### config.mk
export PLATFORM = sky130hd
export DESIGN_NAME = pc_unit
export DESIGN_NICKNAME = d
export VERILOG_FILES = /design/src/rtl/pc_unit.sv
export SDC_FILE = /design/constraint.sdc
export NUM_CORES = 1
export LEC_CHECK = 0
export BUFFER_PORTS_ARGS = -buffer_cell sky130_fd_sc_hd__buf_2
export CORE_MARGIN = 3
export CORE_UTILIZATION = 28
export CTS_BUF_LIST = sky130_fd_sc_hd__clkbuf_4 sky130_fd_sc_hd__clkbuf_8
export DETAILED_ROUTE_END_ITERATION = 10
export SKIP_LAST_GASP = 1
export SYNTH_ARGS = -nofsm -noshare
export SYNTH_HDL_FRONTEND = slang
export SYNTH_SLANG_ARGS = --single-unit
### constraint.sdc
create_clock -name clk_i -period 3.8 [get_ports clk_i]
set_clock_uncertainty 0.05 [all_clocks]
set_input_delay 0.19 -clock clk_i [delete_from_list [all_inputs] [get_ports clk_i]]
set_output_delay 0.19 -clock clk_i [all_outputs]
set_load 0.02 [all_outputs]
### src/rtl/pc_unit.sv
// rtl/pc_unit.sv - fetch program counter with stall-deferred redirect buffer
module pc_unit #(
    parameter int              ADDR_W     = 32,
    parameter logic [ADDR_W-1:0] RESET_PC = '0,
    parameter int              INC        = 4,
    parameter int              ALIGN_BITS = 2
) (
    input  logic              clk_i,
    input  logic              rst_i,
    input  logic              start_i,
    input  logic              stall_i,
    input  logic              pc_write_i,
    input  logic              redirect_valid_i,
    input  logic [ADDR_W-1:0] redirect_pc_i,
    output logic [ADDR_W-1:0] pc_o,
    output logic [ADDR_W-1:0] pc_plus_o,
    output logic              pc_valid_o,
    output logic              redirect_pending_o
);

    typedef enum logic {
        ST_IDLE = 1'b0,
        ST_RUN  = 1'b1
    } state_t;

    localparam logic [ADDR_W-1:0] ALIGN_MASK =
        ~((ADDR_W'(1) << ALIGN_BITS) - ADDR_W'(1));

    state_t            state;
    logic [ADDR_W-1:0] pend_pc;
    logic [ADDR_W-1:0] target_pc;

    assign target_pc = redirect_pc_i & ALIGN_MASK;
    assign pc_plus_o = pc_o + ADDR_W'(INC);

    always_ff @(posedge clk_i or negedge rst_i) begin
        if (!rst_i) begin
            state              <= ST_IDLE;
            pc_o               <= RESET_PC;
            pc_valid_o         <= 1'b0;
            pend_pc            <= '0;
            redirect_pending_o <= 1'b0;
        end else begin
            case (state)
                ST_IDLE: begin
                    // While halted a redirect is parked, never applied directly
                    if (redirect_valid_i) begin
                        pend_pc            <= target_pc;
                        redirect_pending_o <= 1'b1;
                    end
                    if (start_i) begin
                        state      <= ST_RUN;
                        pc_valid_o <= 1'b1;
                    end
                end
                ST_RUN: begin
                    if (!start_i) begin
                        state      <= ST_IDLE;
                        pc_valid_o <= 1'b0;
                        if (redirect_valid_i) begin
                            pend_pc            <= target_pc;
                            redirect_pending_o <= 1'b1;
                        end
                    end else if (stall_i) begin
                        if (redirect_valid_i) begin
                            pend_pc            <= target_pc;
                            redirect_pending_o <= 1'b1;
                        end
                    end else if (redirect_valid_i) begin
                        // A fresh redirect supersedes whatever was parked
                        pc_o               <= target_pc;
                        redirect_pending_o <= 1'b0;
                    end else if (redirect_pending_o) begin
                        pc_o               <= pend_pc;
                        redirect_pending_o <= 1'b0;
                    end else if (pc_write_i) begin
                        pc_o <= pc_plus_o;
                    end
                end
                default: begin
                    state      <= ST_IDLE;
                    pc_valid_o <= 1'b0;
                end
            endcase
        end
    end

endmodule
After elaboration in Yosys (flattened, before gate mapping)
Cells that the tools add are included.

operators by class
  add/subtract/negate cells = 1
  equal/unequal tests = 3
  mux-type cells = 15
  bitwise logic cells = 2
  reduce and logical (&&, ||, !) cells = 3

operators by type and width
  cell                                           count
  2-to-1 mux 32 bit                              6
  case mux 32 bit (2 select lines)               1
  adder 32 x 3 -> 32 bit, second input constant  1
  2-to-1 mux 1 bit                               6
  != test 2 bit, second input constant           2
  case mux 1 bit (2 select lines)                2
  AND reduction 4 bit                            1
  != test 3 bit, second input constant           1
  nonzero test 3 bit                             1
  NOT 1 bit                                      2
  AND reduction 2 bit                            1

storage, ports and cells
  register bits after elaboration = 67
  output and inout port bits = 66
  word-level logic and storage cells = 29

Longest topological paths before layout
  depth after elaboration = 4
  depth in mapped cells = 7
  depth with buffers taken out = 6

Worst setup path after synthesis
Ideal clock, no wire load.

  path kind = reg-to-output
  start = reg pc_o[3]
  end = out pc_plus_o[24]
  data arrival time = 2048 ps
  required time = 3560 ps
  setup slack = 1512 ps
  stages on the path, launching flop included = 7
  cells stage by stage = dfrtp_1 ha_1 nand3_2 or2_2 clkbuf_1 nor3_1 xor2_1

between the ends
  longest elaborated chain between the ends = 1

RTL lines
  what                    RTL line  text
  from (decl)             15        output logic [ADDR_W-1:0] pc_o,
  from (signal assigned)  71        pc_o <= target_pc;
  from (signal assigned)  74        pc_o <= pend_pc;
  from (signal assigned)  77        pc_o <= pc_plus_o;
  adder 32 x 3 -> 32 bit  34        assign pc_plus_o = pc_o + ADDR_W'(INC);
  to (decl)               16        output logic [ADDR_W-1:0] pc_plus_o,

No other way between the ends.

Final worst setup path
  start = reg pc_o[2]
  end = out pc_plus_o[16]

Same word-level chain as after synthesis.

==> out/results.tsv <==
metric	value	unit
r2r_cells	6	
gp_congestion	0.825	
dpl_cell_area	4430	um2
fmax	0.364	GHz
place_ws	1.34	ns
r2r_start	redirect_pending_o	
drt-vias-per-instance	5.19	
min_period	2.75	ns
synth_flop_cell	dfrtp_1	
p_sw	0.955	mW
tns	0	ns
synthArstFlopShare	1.00	
synth_compound_area_frac	0.190	
worstHoldEndpoint	pend_pc[20]	
routed_wl	12100	um
hold_path.class	input port to register	
cts_buffers	9	
worst_slack	1.05	ns
worst-slew-pin-transition	0.997	ns
synth_cells	390	
netlist_area	3840	um2
areaGrowthSynthToFinish	21.4	%
design_area	4660	um2
fp.dieW	123	um
drtPass1Iterations	4	
worst_r2r_endpoint	pc_o[13]	
grt_usage	0.165	
setup_violations	0	
hold_viol	0	
synth_fa_ha_area_frac	0.00652	
dr_total_vias	3419	
start_util	0.287	
cp_max_fo	7	
grt_max_degree	44	
yosys.cell_types.count	57	
slew_headroom	0.335	
layout-drive-gt1-share	0.359	
path_clk_slew	0.07	ns
synth_top_family_by_area	compound AO/OA/AOI/OAI gates	
arrival	2.51	ns
grt_pass1_wl	19200	um
htree_levels	3	
power.internal	1.45	mW
dp_hpwl	8740	um
critPathCaptureType	output pin	
rsz0062_at_grt	no	
p_leak	2.05	nW
period_share	0.722	
peakVddDrop	0.173	mV
ys_seq_area_frac	0.411	
path_class	register to output pin	
ctsRootBufferMaster	clkbuf_8	
avgSynthCellArea	9.84	um2
ant_nets	0	
min_path_cells	2	
synth_edf_count	0	
grt_pass1_vias	3460	
die_y	123	um
synth_warnings	0	
crit_path_start_kind	register	
io_pins	104	
hp-start	redirect_pc_i[20]	
synth_xor_area_frac	0.0616	
p_sw_frac	0.398	
wl_per_cell	18.4	um
synthMuxAreaShare	0.112	
maxSlewViolCount	0	
cts_tree	yes	
coreArea	13300	um2
synth_seq_cells	63	
die-area	15100	um2
max_cap_viol_count	0	
clk_latency	0.35	ns
fin_nets	518	
drc	0	
power_frac_comb	0.340	
drtIter0Drc	199	
clockBufferDepth	2	
reg2reg_setup_slack	1.42	ns
design_power_total	2.40	mW
core.rowCount	42	
io_buffers	97	
clockPowerShare	0.252	
powerDensity	515	nW/um2
grt-ovfl-total	0	
yosys.area_share.simple	0.167	
cts.sinks	63	
worstPathRequired	3.56	ns
seqPwrFrac	0.409	
antenna_found_initial	0	
status	complete, no violations	
[area by class of cell]
| class | instances | area [um2] |
|---|---|---|
| Fill cell | 1428 | 8690 |
| Multi-Input combinational cell | 292 | 2080 |
| Sequential cell | 63 | 1580 |
| Timing Repair Buffer | 106 | 558 |
| Tap cell | 176 | 220 |
| Clock buffer | 12 | 159 |
| Clock inverter | 3 | 42.5 |
| Inverter | 6 | 22.5 |
| Antenna cell | 1 | 2.50 |
[power groups by stage]
stage	sequential, mW	clock, mW	combinational, mW
after floorplan	1.02	0	0.501
after global placement	0.983	0	0.808
after detailed placement	0.991	0	0.823
after CTS	0.979	0.617	0.827
after global routing	1.01	0.645	0.890
final	0.981	0.604	0.816
[cell families after synthesis]
group / count (synthesis)
AND/OR/NAND/NOR: 106
AO/OA/AOI/OAI: 114
adder cells (fa/ha/maj): 2
other: 1
XOR/XNOR: 27
buffers and inverters: 38
multiplexers: 39
flip-flops: 63
[routing by layer]
metal	wire, um	up-vias	track usage
met5	0	-	0
met4	128	0	0.0457
met3	842	13	0.0503
met2	5830	110	0.266
met1	5320	1684	0.214
li1	-	1612	-
[layout by cell type (no fill, tap or decap), types with 4 or more instances in the layout]
| cell type | n |
|---|---|
| a21oi_1 | 30 |
| dfrtp_1 | 63 |
| mux2_2 | 31 |
| nand2_1 | 24 |
| xor2_1 | 9 |
| and4_1 | 4 |
| o21ai_0 | 30 |
| o22ai_1 | 6 |
| a22o_1 | 6 |
| nor2_1 | 23 |
| xnor2_1 | 18 |
| nand3_1 | 10 |
| mux2i_1 | 8 |
| nor4_1 | 5 |
| buf_2 | 97 |
| o2bb2ai_1 | 4 |
| inv_1 | 6 |
| a31oi_1 | 9 |
| conb_1 | 4 |
| a22oi_1 | 5 |
| nand4_1 | 7 |
| clkbuf_8 | 11 |
| buf_4 | 7 |
| nor3_1 | 4 |
[stage by stage]
step / instances / hold WS, ns / utilization
5_1_grt: 658 / 0.0316 / 0.349
3_3_place_gp: 641 / 0.296 / 0.332
3_5_place_dp: 641 / 0.298 / 0.332
6_report: 659 / 0.0389 / 0.349
4_1_cts: 658 / 0.0218 / 0.349
2_1_floorplan: 393 / -0.156 / -
[worst max-delay path: stages, from the launching register on]
cell,delay (ns)
dfrtp_1,0.44
ha_1,0.24
nand3_2,0.26
or2_2,0.44
nor2_1,0.26
nand2_1,0.11
xnor2_1,0.21
buf_2,0.21
[registers in the layout (all words and copies together) (netlist names)]
name / cells
redirect_pending_o: 1
pc_valid_o: 1
pend_pc: 30
pc_o: 30
state: 1
[Yosys cell counts, types with 4 or more instances]
library cell  number  share of area
dfrtp_1           63           0.41
a22o_1             6          0.014
nor2_1            23          0.022
inv_1              6         0.0059
xor2_1             9          0.021
buf_1              4         0.0039
nand3_1           10          0.013
mux2i_1            8          0.021
o22ai_1            6         0.0098
nand4_1            7          0.011
mux2_2            31          0.091
nor3_1             4         0.0052
a21oi_1           30          0.039
xnor2_1           18          0.041
and4_1             4         0.0091
buf_4              6          0.012
a22oi_1            5         0.0098
a31oi_1            9          0.015
clkbuf_1          18          0.018
o2bb2ai_1          4         0.0091
nand2_1           24          0.023
buf_6              4          0.012
o21ai_0           30          0.039
nor4_1             5         0.0082
[timing repair]
action | 4_1_cts | 5_1_grt
buffers inserted | 0 | 0
hold buffers | 2 | 0
resized for setup | 0 | 0
endpoints found under the setup margin | 0 | 0
hold endpoints to repair | 36 | 0
[worst max-delay path by stage]
stage	start	to	slack [ns]	depth (start not counted)
detailed placement	redirect_valid_i	pc_o[13]	1.34	7
floorplan	pc_o[3]	pc_plus_o[24]	1.51	6
global route	pc_o[3]	pc_plus_o[16]	0.86	7
CTS	pc_o[2]	pc_plus_o[16]	1.0	7
global placement	redirect_valid_i	pc_o[21]	1.38	5
finish	pc_o[2]	pc_plus_o[16]	1.05	7
No activity file was read; power rests on OpenSTA's default activity.
